File: src/rtl/z80_daisy_irqctl.sv
`default_nettype none
// ============================================================================
// Module   : z80_daisy_irqctl
// Purpose  : Fixed-priority, nesting interrupt controller that replaces a Z80
//            peripheral daisy chain. Latches rising-edge requests, drives /INT,
//            supplies the IM2 vector during acknowledge and retires the
//            in-service source on RETI.
// Revision : 1.0 - initial release
// ----------------------------------------------------------------------------
// Parameters
//   N_SRC        number of sources (1..8), source 0 is highest priority
//   VECTOR_BASE  IM2 vector of source 0 (bit 0 must be 0)
// Ports
//   I_CLK        system clock
//   I_RESET      asynchronous active-high reset
//   I_CLKEN      CPU clock enable, all state advances only when 1
//   I_REQ        per-source request, rising-edge sensitive
//   I_MASK       per-source mask, 1 = masked (only with Z80_DAISY_IRQ_MASK_EN)
//   I_SPM1       interrupt acknowledge (M1 & IORQ)
//   I_RETI       one-clken pulse after ED 4D is fetched
//   O_INT_n      CPU /INT, active low
//   O_VECTOR     IM2 vector, valid while O_VEC_OE=1
//   O_VEC_OE     data-bus drive enable for the vector
//   O_IEO        1 when no source is pending or in service
// Configuration
//   Z80_DAISY_IRQ_MASK_EN  adds I_MASK; masked sources are not eligible
// ============================================================================
module z80_daisy_irqctl #(
  parameter int          N_SRC       = 4,
  parameter logic [7:0]  VECTOR_BASE = 8'h00
) (
  input  logic              I_CLK,
  input  logic              I_RESET,
  input  logic              I_CLKEN,
  input  logic [N_SRC-1:0]  I_REQ,
`ifdef Z80_DAISY_IRQ_MASK_EN
  input  logic [N_SRC-1:0]  I_MASK,
`endif
  input  logic              I_SPM1,
  input  logic              I_RETI,
  output logic              O_INT_n,
  output logic [7:0]        O_VECTOR,
  output logic              O_VEC_OE,
  output logic              O_IEO
);

  localparam int c_win_w = (N_SRC > 1) ? $clog2(N_SRC) : 1;

  localparam logic [1:0] c_st_idle = 2'd0;
  localparam logic [1:0] c_st_req  = 2'd1;
  localparam logic [1:0] c_st_ack  = 2'd2;

  logic [1:0]          r_state;
  logic [1:0]          w_state_nxt;
  logic [N_SRC-1:0]    r_req_q;
  logic [N_SRC-1:0]    r_pend;
  logic [N_SRC-1:0]    r_ius;
  logic [c_win_w-1:0]  r_win;

  logic [N_SRC-1:0]    w_mask;
  logic [N_SRC-1:0]    w_edge;
  logic [N_SRC-1:0]    w_elig;
  logic                w_any_elig;
  logic [c_win_w-1:0]  w_win_nxt;
  logic [N_SRC-1:0]    w_win_oh;
  logic [N_SRC-1:0]    w_ius_low;
  logic [N_SRC-1:0]    w_commit_oh;
  logic [N_SRC-1:0]    w_reti_clr;
  logic                w_latch;
  logic                w_commit;
  logic                w_int_n;
  logic                w_vec_oe;

`ifdef Z80_DAISY_IRQ_MASK_EN
  assign w_mask = I_MASK;
`else
  assign w_mask = '0;
`endif

  assign w_edge = I_REQ & ~r_req_q;

  // A source is eligible only if nothing at its own or higher priority is in
  // service; the running OR carries that blocking down the priority order.
  always_comb begin
    logic acc;
    acc    = 1'b0;
    w_elig = '0;
    for (int i = 0; i < N_SRC; i++) begin
      acc       = acc | r_ius[i];
      w_elig[i] = r_pend[i] & ~acc & ~w_mask[i];
    end
  end

  assign w_any_elig = |w_elig;

  // Lowest-index eligible source wins.
  always_comb begin
    w_win_nxt = '0;
    for (int i = N_SRC - 1; i >= 0; i--) begin
      if (w_elig[i]) begin
        w_win_nxt = c_win_w'(i);
      end
    end
  end

  always_comb begin
    w_win_oh = '0;
    for (int i = 0; i < N_SRC; i++) begin
      w_win_oh[i] = (r_win == c_win_w'(i));
    end
  end

  // Isolate the lowest set bit: the innermost (highest-priority) nesting level.
  assign w_ius_low   = r_ius & (~r_ius + N_SRC'(1));
  assign w_commit_oh = {N_SRC{w_commit}} & w_win_oh;
  assign w_reti_clr  = {N_SRC{I_RETI}} & w_ius_low;

  // ---------------------------------------------------------------- state reg
  always_ff @(posedge I_CLK or posedge I_RESET) begin
    if (I_RESET) begin
      r_state <= c_st_idle;
    end else if (I_CLKEN) begin
      r_state <= w_state_nxt;
    end
  end

  // --------------------------------------------------------------- next state
  always_comb begin
    w_state_nxt = r_state;
    w_latch     = 1'b0;
    w_commit    = 1'b0;
    case (r_state)
      c_st_idle: begin
        if (w_any_elig) begin
          w_state_nxt = c_st_req;
        end
      end
      c_st_req: begin
        if (!w_any_elig) begin
          w_state_nxt = c_st_idle;
        end else if (I_SPM1) begin
          w_state_nxt = c_st_ack;
          w_latch     = 1'b1;
        end
      end
      c_st_ack: begin
        if (!I_SPM1) begin
          w_state_nxt = c_st_idle;
          w_commit    = 1'b1;
        end
      end
      default: begin
        w_state_nxt = c_st_idle;
      end
    endcase
  end

  // ------------------------------------------------------------------ outputs
  always_comb begin
    w_int_n  = 1'b1;
    w_vec_oe = 1'b0;
    case (r_state)
      c_st_req: w_int_n  = 1'b0;
      c_st_ack: w_vec_oe = 1'b1;
      default: begin
        w_int_n  = 1'b1;
        w_vec_oe = 1'b0;
      end
    endcase
  end

  assign O_INT_n  = w_int_n;
  assign O_VEC_OE = w_vec_oe;
  // 8-bit add wraps mod 256; r_win is 0 out of reset so this reads VECTOR_BASE.
  assign O_VECTOR = VECTOR_BASE + {{(7 - c_win_w){1'b0}}, r_win, 1'b0};
  assign O_IEO    = ~|(r_pend | r_ius);

  // ---------------------------------------------------------------- datapath
  // A request edge on the committing source re-sets pend (set wins); RETI
  // clears from the pre-commit ius before the new in-service bit is OR'd in.
  always_ff @(posedge I_CLK or posedge I_RESET) begin
    if (I_RESET) begin
      r_req_q <= '0;
      r_pend  <= '0;
      r_ius   <= '0;
      r_win   <= '0;
    end else if (I_CLKEN) begin
      r_req_q <= I_REQ;
      r_pend  <= (r_pend & ~w_commit_oh) | w_edge;
      r_ius   <= (r_ius & ~w_reti_clr) | w_commit_oh;
      if (w_latch) begin
        r_win <= w_win_nxt;
      end
    end
  end

endmodule
`default_nettype wire
File: config.mk
export PLATFORM = sky130hd
export DESIGN_NAME = z80_daisy_irqctl
export DESIGN_NICKNAME = d
export VERILOG_FILES = /design/src/rtl/z80_daisy_irqctl.sv
export SDC_FILE = /design/constraint.sdc
export NUM_CORES = 1
export LEC_CHECK = 0
export BUFFER_PORTS_ARGS = -buffer_cell sky130_fd_sc_hd__buf_2
export CAP_MARGIN = 5
export CELL_PAD_IN_SITES_DETAIL_PLACEMENT = 1
export CELL_PAD_IN_SITES_GLOBAL_PLACEMENT = 1
export CORE_MARGIN = 1.5
export CORE_UTILIZATION = 41
export DETAILED_ROUTE_END_ITERATION = 12
export GPL_ROUTABILITY_DRIVEN = 1
export HOLD_SLACK_MARGIN = 0.08
export MAX_ROUTING_LAYER = met4
export PLACE_DENSITY_LB_ADDON = 0.1
export SETUP_SLACK_MARGIN = 0.2
export SLEW_MARGIN = 20
export SYNTH_ARGS = -nofsm -noshare
export SYNTH_HDL_FRONTEND = slang
export SYNTH_SLANG_ARGS = --single-unit
export TNS_END_PERCENT = 1
File: constraint.sdc
create_clock -name I_CLK -period 4.3 [get_ports I_CLK]
set_input_delay 0.215 -clock I_CLK [delete_from_list [all_inputs] [get_ports I_CLK]]
set_output_delay 0.215 -clock I_CLK [all_outputs]
set_load 0.01 [all_outputs]
==> flow_summary.toml <==
[route]
antenna_left = 0
via_per_inst = 4.93
wirelength_um = 1660
drt_iter0_markers = 5
first_pass_iters = 4
detail_route.wl_per_cell_um = 13.4
drcViolationCount = 0
vias = 611

[setup_path]
worstPathRequired_ns = 4.09
slowest_delay_ns = 0.52
r2r-start = "r_ius[0]"
r2r_end = "r_win[0]"
end_kind = "output pin"
critPathKind = "reg2out"
crit_slowest_cell = "or4_1"
arrival_ns = 1.53
crit_fanout = 4
worstSetupStartpointType = "flip-flop"
worst-path-buf-inv = 1
path_cells = "or4_1 > nor3_1 > buf_2"
path_depth = 3
setup.worst_path.start = "r_ius[3]"
rrSetupSlack_ns = 2.67
worstRegToRegCells = 4
critical-path-top-delay-family = "simple AND/OR/NAND/NOR gates"
crit_end = "O_IEO"

[floorplan]
dieArea_um2 = 2240
rows = 15
initial_core_util = 0.452
die_width_um = 47.3
die_h_um = 47.3
coreArea_um2 = 1780
ios = 20

[sta]
clock_skew_ns = 0.00521
finalSetupTns_ns = 0
finalCriticalPeriod_ns = 1.74
maxSlewHeadroom = 0.584
fmax_mhz = 574
setup_viol = 0
final.setup.worst_slack_ns = 2.56
finalCritPeriodShare = 0.405
final_max_slew_viol_count = 0
hold_viol = 0
worst_pin_slew_ns = 0.623
rsz0062_at_grt = "false"

[clock_tree]
cts_buffers = 3
clk_pin_slew_ns = 0.09
cts_sinks = 16
post-cts-setup-buffers = 0
htree_levels = 1
root_buffer = "clkbuf_4"
clkLatencyLatePin_ns = 0.29
cts_buffer_depth = 2
cts_tree = "done"
cts_resized = 0

[finish]
area_growth_pct = 14.0
fill_cells = 223
design_area_um2 = 918
layout_common_cells = "16 x nand2_1, 16 x dfrtp_1, 13 x buf_2"
fin_cells = 124
final_util = 0.515
drive_gt1_frac = 0.232
num_antenna_cells = 0
nets = 109

[global_routing]
gr-usage-all-layers = 0.184
grt-ovfl-total = 0
antenna_found_initial = 0
grt_max_degree = 17
grt_first_pass_wirelength_um = 2610
grt_pass1_vias = 515

[power]
power_density_nw_per_um2 = 500
leakage_nw = 0.469
max-vdd-ir-drop_uv = 254

[synthesis]
yosysTopAreaCell = "dfrtp_1"
ys_seq_elements = 16
synthMuxAreaShare = 0.0280
ys_seq_area_frac = 0.497
synth-simple-area-share = 0.217
synth_area_leaders = "dfrtp_1 50%, nand2_1 7.5%, buf_4 5.6%"
synth_top_area_frac = 0.497
synth_fa_ha_area_frac = 0
synth-xor-area-share = 0
yosys_warnings = 0
avgSynthCellArea_um2 = 9.71
synthesis.area_um2 = 806
synth_compound_area_frac = 0.165
yosysUniqueCellTypes = 28
syn_inst = 83
synth_top_family_by_area = "simple AND/OR/NAND/NOR gates"

[placement]
dpl_cell_area_um2 = 872
place_ws_ns = 2.68
portBuffers = 13
dp_cells = 119
place.gp.congestion = 0.695

[outcome]
status = "completed"

[flow_run]
drv_cap = 0

[worst_hold_path]
hp-class = "in2reg"
hp-start = "I_REQ[3]"
-- worst min path at each step --
stage,endpoint,cells after the start
3_5_place_dp,r_state[0],2
4_1_cts,r_req_q[3],3
6_report,r_req_q[3],3
5_1_grt,r_req_q[0],3
2_1_floorplan,r_ius[0],1
3_3_place_gp,r_state[0],2
-- worst min-delay path, stage by stage --
cell and delay [ns]:
buf_2 0.07, nand2_1 0.05, o21ai_0 0.06
-- report_power, final --
| part | leakage, nW | switching [mW] | internal [mW] |
|---|---|---|---|
| clock network | 0.0210 | 0.0487 | 0.0515 |
| registers | 0.190 | 0.0452 | 0.183 |
| logic | 0.258 | 0.0615 | 0.0696 |
-- area by class of cell --
class	count	area, um2	share of cell area
timing repair buffer	14	75.1	0.0817
multi-input combinational	59	353	0.384
sequential	16	400	0.436
inverter	6	22.5	0.0245
clock buffer	4	36.3	0.0395
tap	25	31.3	0.0341
-- flip-flops by register name (all words and copies together) (netlist names) --
register  count
r_ius         4
r_pend        4
r_req_q       4
r_state       2
r_win         2
-- cells by family (layout without fill, tap and decap cells) --
| group | count (synthesis) | in the layout |
|---|---|---|
| buf+inv | 13 | 24 |
| compound gates | 18 | 18 |
| flops | 16 | 16 |
| mux | 2 | 2 |
| simple gates | 33 | 33 |
| other cells | 1 | 6 |
-- through the flow --
step           power [mW]  hold slack, ns
5_1_grt             0.494           0.155
2_1_floorplan       0.318           0.129
4_1_cts             0.464           0.148
3_5_place_dp        0.363           0.317
6_report            0.459           0.155
3_3_place_gp        0.356           0.323
-- routing by layer --
metal,global-route usage,part of all wire,vias to the layer above
met3,0.0462,0.037,2
li1,-,-,303
met4,0.0833,0.011,0
met5,-,0,-
met2,0.230,0.44,17
met1,0.272,0.51,289
-- cell usage after synthesis (all sizes together) --
library cell   n
dfrtp         16
nand2         16
o21ai         11
buf            6
inv            6
nor2b          4
mux2           2
nand3          2
nor2           2
nor4b          2
o21bai         2
a21o           1
a21oi          1
a221oi         1
clkbuf         1
conb           1
nand2b         1
nand4b         1
nor3           1
nor4           1
nor4bb         1
o22a           1
o31ai          1
or3            1
or4            1
-- repair_timing --
item,in CTS,in global routing
endpoints found under the setup margin,0,0
hold endpoints to repair,16,0
hold buffers,1,0
(Power assumes the default switching activity.)
